`config.mk`:
```
export PLATFORM = sky130hd
export DESIGN_NAME = pwm_line_feeder
export DESIGN_NICKNAME = d
export VERILOG_FILES = /design/src/rtl/pwm_line_feeder.sv
export SDC_FILE = /design/constraint.sdc
export NUM_CORES = 1
export LEC_CHECK = 0
export CAP_MARGIN = 5
export CORE_UTILIZATION = 64
export DETAILED_ROUTE_END_ITERATION = 10
export PLACE_DENSITY_LB_ADDON = 0.08
export SKIP_LAST_GASP = 1
export SLEW_MARGIN = 0
export SYNTH_ARGS = -nofsm -noshare
export SYNTH_HDL_FRONTEND = slang
export SYNTH_SLANG_ARGS = --single-unit
```
`constraint.sdc`:
```
create_clock -name clk -period 4.9 [get_ports clk]
set_clock_uncertainty 0.1 [all_clocks]
set_input_delay 0.735 -clock clk [delete_from_list [all_inputs] [get_ports clk]]
set_output_delay 0.735 -clock clk [all_outputs]
set_load 0.01 [all_outputs]
```
`src/rtl/pwm_line_feeder.sv`:
```
// Buffers pixel words in a FIFO and, on each line tick with a full line buffered,
// emits a start pulse followed by STAGE words (one per clock) for the PWM data latch.
module pwm_line_feeder #(
  parameter int DWIDTH      = 8,
  parameter int STAGE       = 8,
  parameter int FIFO_DEPTH  = 16,
  parameter int LINE_PERIOD = 64
) (
  input  logic              clk,
  input  logic              rst,
  input  logic              enable,
  input  logic              clear_flags,
  input  logic              in_valid,
  input  logic [DWIDTH-1:0] in_data,
  output logic              in_ready,
  output logic              start,
  output logic [DWIDTH-1:0] data,
  output logic              line_done,
  output logic              underrun,
  output logic [7:0]        miss_count
);

  localparam int AW = (FIFO_DEPTH > 1) ? $clog2(FIFO_DEPTH) : 1;
  localparam int LW = AW + 1;
  localparam int CW = (LINE_PERIOD > 1) ? $clog2(LINE_PERIOD) : 1;
  localparam int IW = (STAGE > 1) ? $clog2(STAGE) : 1;

  typedef enum logic [1:0] {IDLE, START, SEND, DONE} state_t;

  state_t            state;
  logic [IW-1:0]     idx;
  logic [DWIDTH-1:0] mem [FIFO_DEPTH];
  logic [AW-1:0]     wptr;
  logic [AW-1:0]     rptr;
  logic [LW-1:0]     level;
  logic [CW-1:0]     cnt;
  logic              tick;
  logic              wr_en;
  logic              pop;
  logic              last_word;

  assign in_ready  = !rst && (level < LW'(FIFO_DEPTH));
  assign wr_en     = in_valid && in_ready;
  assign tick      = (cnt == CW'(LINE_PERIOD - 1));
  assign last_word = (idx == IW'(STAGE - 1));
  // The head is popped on the same edge that loads it into the data register.
  assign pop       = (state == START) || (state == SEND && !last_word);

  always_ff @(posedge clk) begin
    if (wr_en) mem[wptr] <= in_data;
  end

  always_ff @(posedge clk or posedge rst) begin
    if (rst) begin
      wptr  <= '0;
      rptr  <= '0;
      level <= '0;
    end else begin
      if (wr_en) wptr <= wptr + AW'(1);
      if (pop)   rptr <= rptr + AW'(1);
      if (wr_en && !pop)      level <= level + LW'(1);
      else if (pop && !wr_en) level <= level - LW'(1);
    end
  end

  always_ff @(posedge clk or posedge rst) begin
    if (rst)       cnt <= '0;
    else if (tick) cnt <= '0;
    else           cnt <= cnt + CW'(1);
  end

  always_ff @(posedge clk or posedge rst) begin
    if (rst) begin
      state      <= IDLE;
      idx        <= '0;
      start      <= 1'b0;
      data       <= '0;
      line_done  <= 1'b0;
      underrun   <= 1'b0;
      miss_count <= 8'd0;
    end else begin
      start     <= 1'b0;
      line_done <= 1'b0;
      data      <= '0;
      case (state)
        IDLE: begin
          if (tick && enable) begin
            if (level >= LW'(STAGE)) begin
              state <= START;
              start <= 1'b1;
            end else if (!clear_flags) begin
              underrun <= 1'b1;
              if (miss_count != 8'hFF) miss_count <= miss_count + 8'd1;
            end
          end
        end
        START: begin
          data  <= mem[rptr];
          idx   <= '0;
          state <= SEND;
        end
        SEND: begin
          if (last_word) begin
            line_done <= 1'b1;
            state     <= DONE;
          end else begin
            data <= mem[rptr];
            idx  <= idx + IW'(1);
          end
        end
        DONE:    state <= IDLE;
        default: state <= IDLE;
      endcase
      if (clear_flags) begin
        underrun   <= 1'b0;
        miss_count <= 8'd0;
      end
    end
  end

endmodule

```
==> flow_summary_export.csv, run 1 <==
group,metric,value,unit
yosys,yosys_warnings,0,
routing,drc,0,
yosys,synth_area_leaders,"edfxtp_1 (54%), dfrtp_1 (15%), mux4_2 (7.6%)",
placement,hpwl,8011,um
placement,post_dp_cell_area,7526,um2
floorplanning,dieArea,11510,um2
power,peakVddDrop,357.4,uV
critical_path,cp-start-kind,"flop",
final_layout,final_cells,612,
final_layout,layout_common_cells,"edfxtp_1 (128), dfrtp_1 (42), clkdlybuf4s50_1 (32), inv_1 (26), nor2_1 (25)",
critical_path,cp-end-kind,"flop",
grt,grt_max_degree,44,
clock_network,numCtsBuffers,17,
yosys,syn-num-nets,447,
power,pwr-share-clk,40.0,%
clock_network,clkTransAtPathRegs,0.06,ns
power,swShare,22.11,%
clock_network,cts-root-buf,"clkbuf_8",
yosys,synth_cell_types,51,
critical_path,critPathArrivalTime,3.47,ns
timing,slew_headroom,20.71,%
clock_network,htreeDepth,4,
timing,fin_crit_sh,64.65,%
final_layout,seq_area,4921,um2
critical_path,crit_required,5.20,ns
final_layout,stdcell_area,8114,um2
outcome,status,"finished clean",
power,power_frac_comb,8.4,%
job,maxCapViolations,0,
floorplanning,row_count,38,
grt,grt_pass1_vias,3681,
grt,grt_util_all_layers,25.82,%
yosys,synthCells,417,
routing,vias_per_cell,6.083,
yosys,synth_area_leader_cell,"edfxtp_1",
power,p_seq_share,51.7,%
routing,first_pass_iters,5,
power,leakagePower,2.919,nW
placement,dp.cells,579,
power,internal-power,2.554,mW
timing,min_period,3.168,ns
final_layout,area_growth,14.41,%
routing,routed_wl,13410,um
timing,rsz0062_at_grt,"no",
critical_path,path_class,"flop to flop",
yosys,syn-cell-area,7092,um2
final_layout,layout_commonest_cell,"edfxtp_1",
timing,whs,0.3949,ns
placement,io_buffer_count,32,
timing,maxSlewViolCount,0,
yosys,ys_ff_latch,171,
timing,setup_viol,0,
timing,setup_ws,1.732,ns
placement,pre_cts_slack,1.426,ns
clock_network,cts_tree,"built",
clock_network,cts_resized,0,
floorplanning,num_io_pins,33,
floorplanning,core_region_area,10840,um2
routing,drt_iter0_drc,319,
min_path,holdCritPathClass,"flop to flop",
yosys,avgSynthCellArea,17.01,um2
floorplanning,start_util,65.42,%
critical_path,cp_max_fo,7,
clock_network,clockBufferDepth,2,
timing,tns,0,ns
routing,wire_per_inst,21.91,um
grt,grt_overflow_total,0,
routing,via_count,3723,
yosys,ys_async_sr_fraction,25.15,%
yosys,synth_top_area_share,54.20,%
clock_network,cts_setup_buffers,0,
final_layout,fin_nets,489,
power,p_sw,0.7252,mW
power,power_density,404.2,nW/um2
floorplanning,die_h,107.3,um
clock_network,cts.sinks,171,
final_layout,multi_input_area,1971,um2
yosys,yosysSeqAreaShare,69.37,%
timing,fmax,0.3157,GHz
clock_network,postCtsHoldBufs,0,
final_layout,drive_gt1_share,15.04,%
yosys,synth_ff_type,"edfxtp_1",
floorplanning,fp.dieW,107.3,um
clock_network,clkLatencyLatePin,0.54,ns
grt,grt_pass1_wl,20510,um
final_layout,diodes,0,
timing,worst_slew_pin_slew,1.185,ns
timing,hold_viol,0,
placement,place_congestion,0.7871,
yosys,synth-edff-count,128,
grt,antenna_found_initial,0,
final_layout,final.fill_count,635,
routing,ant_nets,0,
[path summary, 6_finish.rpt]
| kind | start | endpoint | slack, ns | cells past startpoint |
|---|---|---|---|---|
| setup / recovery | idx[0]$_DFFE_PP0P_ | level[4]$_DFFE_PP0P_ | 1.73 | 10 |
| hold / removal | level[2]$_DFFE_PP0P_ | level[2]$_DFFE_PP0P_ | 0.39 | 2 |
| setup reg to reg | idx[0]$_DFFE_PP0P_ | level[4]$_DFFE_PP0P_ | 1.73 | 10 |
| hold reg to reg | level[2]$_DFFE_PP0P_ | level[2]$_DFFE_PP0P_ | 0.39 | 2 |
| max in group asynchronous | rst | rptr[0]$_DFFE_PP0P_ | 3.37 | 2 |
| min in group asynchronous | rst | level[2]$_DFFE_PP0P_ | 0.67 | 2 |
[metal layers]
layer | up-vias | wire length (um) | global-route usage [%]
li1 | 1706 | - | -
met1 | 1894 | 5675 | 35.02
met2 | 112 | 6557 | 40.09
met3 | 11 | 1020 | 7.567
met4 | 0 | 159 | 9.883
met5 | - | 0 | 0
[through the flow]
| step | total power [mW] | utilization (%) |
|---|---|---|
| floorplan | 1.909 | - |
| global placement | 1.981 | 69.43 |
| detailed placement | 1.995 | 69.43 |
| CTS | 3.302 | 74.78 |
| global route | 3.401 | 74.85 |
| finish | 3.279 | 74.85 |
[worst max-delay path, stage by stage (launching register included)]
cell,delay (ns)
dfrtp_1,0.40
ha_1,0.21
ha_1,0.21
nor2b_1,0.37
nor2_1,0.20
ha_1,0.26
inv_1,0.18
ha_1,0.30
a21o_1,0.22
a2111oi_0,0.44
o31ai_1,0.14
[Yosys cell counts, drive strengths merged (8+ instances only)]
library cell	count
mux4	32
nor2	25
ha	16
inv	27
edfxtp	128
o21ai	10
dfrtp	43
nand3	10
a21oi	13
buf	12
nand2	13
xnor2	8
[layout make-up]
cell class,count,share of cell area (%)
inverters,27,1.249
multi-input cells,204,24.29
clock inverters,8,1.480
clock buffers,24,5.675
flip-flops and latches,171,60.65
repair buffers,38,4.503
well taps,140,2.159
[power groups by stage]
stage	Clock [mW]	Combinational, mW	Sequential [mW]
6_report	1.31	0.274	1.69
5_1_grt	1.39	0.311	1.70
4_1_cts	1.33	0.276	1.69
3_5_place_dp	0	0.273	1.72
3_3_place_gp	0	0.264	1.72
2_1_floorplan	0	0.217	1.69
[state kept, by name, summed over array words and instances, names as in the netlist]
| name | count |
|---|---|
| mem | 128 |
| data | 8 |
| miss_count | 8 |
| cnt | 6 |
| level | 5 |
| rptr | 4 |
| wptr | 4 |
| idx | 3 |
| state | 2 |
| line_done | 1 |
| start | 1 |
| underrun | 1 |
[cell families after synthesis]
group / count (synthesis) / synth area share, %
adder cells (fa/ha/maj): 17 / 3.105
multiplexers: 39 / 11.64
AO/OA/AOI/OAI: 53 / 5.416
AND/OR/NAND/NOR: 83 / 6.140
XOR/XNOR: 12 / 1.482
buffers and inverters: 42 / 2.840
flip-flops: 171 / 69.37
No activity file was read; power rests on OpenSTA's default activity.
==> inputs of run 2 (changes only) <==
CORE_UTILIZATION = 60   (was 64)
clock period = 3.2 ns   (was 4.9 ns; I/O delays follow)
==> run 2 against run 1 <==
Net effect: hold slack worse by 0.022 ns; critical path type unchanged; clock power up 51%; final area increased by 1.6%; die area rose by 6.5%; non-clock buffer count up 18; critical path depth unchanged.
==> flow_summary_export.csv, run 2 (synthesis gave the netlist of run 1 again) <==
group,metric,value,unit
grt,grt_pass1_wl,20930,um
timing,maxSlewViolCount,0,
placement,io_buffer_count,32,
clock_network,cts.sinks,171,
routing,vias_per_cell,6.013,
critical_path,cp_max_fo,6,
clock_network,htreeDepth,4,
final_layout,largest-register,"mem",
min_path,whs_path_depth,1,
grt,grt_overflow_total,0,
timing,fmax,0.3302,GHz
grt,grt_pass1_vias,3909,
floorplanning,fp.dieW,110.7,um
power,peakVddDrop,371.8,uV
final_layout,layout_common_cells,"edfxtp_1 (128), dfrtp_1 (42), clkdlybuf4s50_1 (32), inv_1 (26), nor2_1 (25)",
floorplanning,row_count,39,
min_path,holdCritPathClass,"flop to flop",
routing,first_pass_iters,4,
timing,min_period,3.029,ns
timing,fin_crit_sh,94.65,%
floorplanning,dieArea,12260,um2
timing,rsz0062_at_grt,"no",
final_layout,multi_input_area,1971,um2
clock_network,cts_resized,0,
clock_network,cts_setup_buffers,0,
floorplanning,die_h,110.7,um
final_layout,stdcell_area,8245,um2
final_layout,final.fill_count,710,
power,power_density,608.5,nW/um2
timing,tns,0,ns
routing,routed_wl,13270,um
routing,drt_iter0_drc,306,
final_layout,largest_registers,"mem: 128 flops, data: 8 flops, miss_count: 8 flops",
routing,via_count,3806,
final_layout,area_growth,16.27,%
job,maxCapViolations,0,
critical_path,cp-end-kind,"flop",
routing,drc,0,
clock_network,clkTransAtPathRegs,0.06,ns
final_layout,seq_area,4921,um2
final_layout,fin_nets,507,
placement,place_congestion,0.8109,
critical_path,slowest_delay,0.53,ns
clock_network,cts_tree,"built",
timing,setup_viol,0,
critical_path,reg2reg_depth,10,
timing,slew_headroom,52.60,%
timing,worst_slew_pin_slew,0.7110,ns
routing,ant_nets,0,
timing,hold_viol,0,
placement,hpwl,8755,um
grt,grt_util_all_layers,23.56,%
routing,wire_per_inst,20.97,um
clock_network,numCtsBuffers,17,
critical_path,crit_required,3.38,ns
critical_path,crit_chain,"inv_1 -> ha_1 -> nor2b_1 -> nor2_1 -> ha_1 -> inv_1 -> fa_1 -> a21o_1 -> a2111oi_0 -> o31ai_1",
critical_path,cp-start-kind,"flop",
floorplanning,start_util,61.84,%
final_layout,largest_reg_flops,128,
critical_path,critPathArrivalTime,3.21,ns
clock_network,postCtsHoldBufs,0,
final_layout,drive_gt1_share,18.78,%
final_layout,diodes,0,
final_layout,layout_commonest_cell,"edfxtp_1",
grt,antenna_found_initial,0,
grt,grt_max_degree,31,
clock_network,cts-root-buf,"clkbuf_16",
outcome,status,"finished clean",
floorplanning,num_io_pins,33,
clock_network,clkLatencyLatePin,0.42,ns
critical_path,critPathSlowestCell,"a2111oi_0",
clock_network,clockBufferDepth,2,
placement,post_dp_cell_area,7672,um2
power,leakagePower,3.005,nW
floorplanning,core_region_area,11470,um2
critical_path,path_class,"flop to flop",
==> run 2: cell types whose count changed in the layout (fill, tap and decap cells not counted), sizes merged <==
cell / before / now
clkinv: 4 / 3
clkinvlp: 1 / 3
bufinv: 3 / 2
inv: 27 / 31
clkbuf: 24 / 20
buf: 6 / 24
==> run 2: routing by layer <==
metal / GRT usage (%) / wire length, um / vias up
met5: 0 / 0 / -
met4: 8.889 / 205 / 0
met3: 5.631 / 722 / 17
met2: 36.77 / 6574 / 90
met1: 32.76 / 5769 / 1949
li1: - / - / 1750
==> run 2: path summary, 6_finish.rpt <==
check,startpoint,endpoint,slack (ns)
max in group asynchronous,rst,miss_count[1]$_DFFE_PP0P_,1.94
worst max register to register,state[0]$_DFFE_PP0P_,level[4]$_DFFE_PP0P_,0.17
worst max-delay path,state[0]$_DFFE_PP0P_,level[4]$_DFFE_PP0P_,0.17
worst min-delay path,idx[0]$_DFFE_PP0P_,idx[0]$_DFFE_PP0P_,0.37
worst min register to register,idx[0]$_DFFE_PP0P_,idx[0]$_DFFE_PP0P_,0.37
min in group asynchronous,rst,level[4]$_DFFE_PP0P_,0.40
==> run 2: metrics by stage <==
step | setup slack [ns] | util (%) | hold WS, ns | power, mW | cells
2_1_floorplan | 0.4264 | - | 0.3461 | 2.924 | 417
3_3_place_gp | 0.3153 | 66.91 | 0.3599 | 3.048 | 601
3_5_place_dp | 0.1032 | 66.91 | 0.3830 | 3.078 | 601
4_1_cts | 0.1810 | 71.90 | 0.3748 | 5.050 | 633
5_1_grt | 0.01903 | 71.90 | 0.4267 | 5.202 | 633
6_report | 0.1711 | 71.90 | 0.3729 | 5.017 | 633
==> run 2: layout make-up <==
cell class	count	share of cell area, %
Clock inverter	12	1.654
Timing Repair Buffer	56	6.070
Inverter	27	1.229
Multi-Input combinational cell	204	23.90
Tap cell	143	2.170
Sequential cell	171	59.68
Clock buffer	20	5.296
==> run 2: critical path: cells and delay by family, from the launching register on <==
| family | cells | cell delay [ns] |
|---|---|---|
| adder cells (fa/ha/maj) | 3 | 0.94 |
| AO/OA/AOI/OAI | 3 | 0.91 |
| flip-flops | 1 | 0.37 |
| AND/OR/NAND/NOR | 2 | 0.36 |
| buffers and inverters | 2 | 0.22 |
==> run 2: power breakdown <==
part | leakage, nW | total (mW) | switching [mW] | internal (mW)
Sequential | 1.69 | 2.59 | 0.0905 | 2.50
Combinational | 1.04 | 0.442 | 0.249 | 0.193
Clock | 0.272 | 1.98 | 0.828 | 1.16
==> inputs of run 3 (changes only) <==
CORE_UTILIZATION = 63   (was 60)
DONT_BUFFER_PORTS = 1   (was default)
GPL_ROUTABILITY_DRIVEN = 0   (was default)
SETUP_SLACK_MARGIN = 0.4   (was default)
==> run 3 against run 2 <==
Net effect: sequential power is essentially flat; final area decreased by 1.4%; critical path depth unchanged; setup slack better by 0.36 ns; die area down 4.7%; routed wire length is 2.8% higher; total power grew 3.0%; clock-buffer cell count down 1; highest routed layer unchanged.
==> flow_summary_export.csv, run 3 (synthesis gave the netlist of run 1 again) <==
group,metric,value,unit
placement,hpwl,8521,um
routing,wire_per_inst,22.37,um
critical_path,slowest_delay,0.42,ns
job,maxCapViolations,0,
grt,grt_max_degree,44,
critical_path,reg2reg_depth,10,
grt,grt_util_all_layers,25.93,%
grt,grt_pass1_wl,21160,um
timing,fmax,0.3753,GHz
clock_network,clkLatencyLatePin,0.53,ns
final_layout,area_growth,14.68,%
routing,via_count,3799,
floorplanning,fp.dieW,108.1,um
outcome,status,"finished clean",
floorplanning,num_io_pins,33,
final_layout,largest_reg_flops,128,
timing,rsz0062_at_grt,"no",
floorplanning,row_count,38,
min_path,min-delay-start,"clear_flags",
routing,vias_per_cell,6.228,
critical_path,crit_required,3.50,ns
final_layout,largest_registers,"mem: 128 flops, data: 8 flops, miss_count: 8 flops",
critical_path,cp-start-kind,"flop",
final_layout,layout_common_cells,"edfxtp_1 (128), dfrtp_1 (42), buf_4 (26), inv_1 (25)",
clock_network,numCtsBuffers,17,
critical_path,crit_path_start,"idx[0]$_DFFE_PP0P_",
clock_network,cts.sinks,171,
min_path,whs_path_depth,2,
final_layout,diodes,0,
critical_path,critPathArrivalTime,2.97,ns
min_path,holdCritPathClass,"input pin to flop",
placement,pre_cts_slack,0.1791,ns
critical_path,rrSetupSlack,0.54,ns
timing,worst_slew_pin_slew,0.9605,ns
timing,fin_crit_sh,83.27,%
clock_network,cts_tree,"built",
floorplanning,dieArea,11690,um2
power,power,5.170,mW
timing,setup_ws,0.5353,ns
grt,grt_overflow_total,0,
power,peakVddDrop,415.9,uV
critical_path,crit_chain,"ha_1 -> ha_2 -> nor2b_4 -> nor2_4 -> ha_4 -> clkinvlp_4 -> fa_1 -> a21o_1 -> a2111oi_4 -> o31ai_1",
timing,maxSlewViolCount,0,
routing,routed_wl,13650,um
final_layout,largest-register,"mem",
critical_path,cp_max_fo,6,
routing,first_pass_iters,5,
timing,setup_viol,0,
floorplanning,core_region_area,10890,um2
final_layout,stdcell_area,8133,um2
timing,slew_headroom,35.87,%
placement,io_buffer_count,0,
final_layout,final_cells,610,
grt,antenna_found_initial,0,
timing,min_period,2.665,ns
min_path,whs_endpoint,"miss_count[5]$_DFFE_PP0P_",
power,leakagePower,2.961,nW
clock_network,htreeDepth,4,
routing,ant_nets,0,
final_layout,fin_nets,487,
power,power_density,635.7,nW/um2
floorplanning,die_h,108.1,um
critical_path,cp-end-kind,"flop",
critical_path,critPathSlowestCell,"fa_1",
clock_network,cts-root-buf,"clkbuf_8",
timing,hold_viol,0,
routing,drt_iter0_drc,420,
final_layout,layout_commonest_cell,"edfxtp_1",
critical_path,path_class,"flop to flop",
grt,grt_pass1_vias,3831,
placement,post_dp_cell_area,7356,um2
critical_path,cp_num_buf_inv,1,
clock_network,clkTransAtPathRegs,0.06,ns
floorplanning,start_util,65.13,%
placement,dp.cells,567,
routing,drc,0,
final_layout,drive_gt1_share,21.91,%
critical_path,crit_family,"adder cells",
clock_network,clockBufferDepth,2,
critical_path,r2r_start,"idx[0]$_DFFE_PP0P_",
critical_path,r2r-end,"level[4]$_DFFE_PP0P_",
timing,tns,0,ns
[run 3: cell count changes in the layout (fill, tap and decap cells not counted), sizes merged]
cell	previous run	this run
inv	31	30
bufinv	2	4
buf	24	26
clkbuf	20	19
dlygate4sd3	0	10
clkdlybuf4s50	32	0
[run 3: metal layers]
layer  wire (um)  up-vias  track usage, %
li1            -     1704               -
met1        5760     1928           35.33
met2        6677      138           41.31
met3         919       29           6.209
met4         289        0           9.100
met5           0        -               0
[run 3: worst register-to-register path, delay by kind of cell (launching register included)]
kind	cells	cell delay (ns)
fa+ha+maj	4	1.00
compound gates	3	0.74
flops	1	0.37
simple gates	2	0.18
buf+inv	1	0.15
[run 3: worst max path at each step]
stage	to	slack, ns	cells past startpoint
after global routing	level[4]$_DFFE_PP0P_	0.40	10
final	level[4]$_DFFE_PP0P_	0.54	10
after global placement	level[4]$_DFFE_PP0P_	0.35	10
after floorplan	level[4]$_DFFE_PP0P_	0.43	10
after CTS	level[4]$_DFFE_PP0P_	0.43	10
after detailed placement	level[4]$_DFFE_PP0P_	0.18	10
[run 3: layout make-up]
| type | instances | area [um2] |
|---|---|---|
| flip-flops and latches | 171 | 4921 |
| clock buffers | 19 | 421.7 |
| inverters | 27 | 105.1 |
| clock inverters | 13 | 187.7 |
| multi-input cells | 204 | 2027 |
| well taps | 140 | 175.2 |
| fillers | 639 | 2755 |
| repair buffers | 36 | 295.3 |
[run 3: through the flow]
| stage | util (%) | hold slack [ns] |
|---|---|---|
| 2_1_floorplan | - | 0.3461 |
| 3_3_place_gp | 67.56 | 0.3575 |
| 3_5_place_dp | 67.56 | 0.3794 |
| 4_1_cts | 74.25 | 0.07946 |
| 5_1_grt | 74.70 | 0.1085 |
| 6_report | 74.70 | 0.09448 |
[run 3: report_power, final]
part,total [mW],internal [mW],leakage (nW),switching [mW]
Combinational,0.472,0.200,0.981,0.272
Clock,2.11,1.28,0.291,0.836
Sequential,2.59,2.50,1.69,0.0870
Total,5.17,3.97,2.96,1.20
[run 3: what timing repair did]
item / CTS / global route
endpoints found under the setup margin: 1 / 1
hold endpoints to repair: 179 / 0
resized for setup: 4 / 10
hold buffers: 10 / 0
cloned: 0 / 0
setup buffers: 1 / 0
pin swaps: 1 / 1
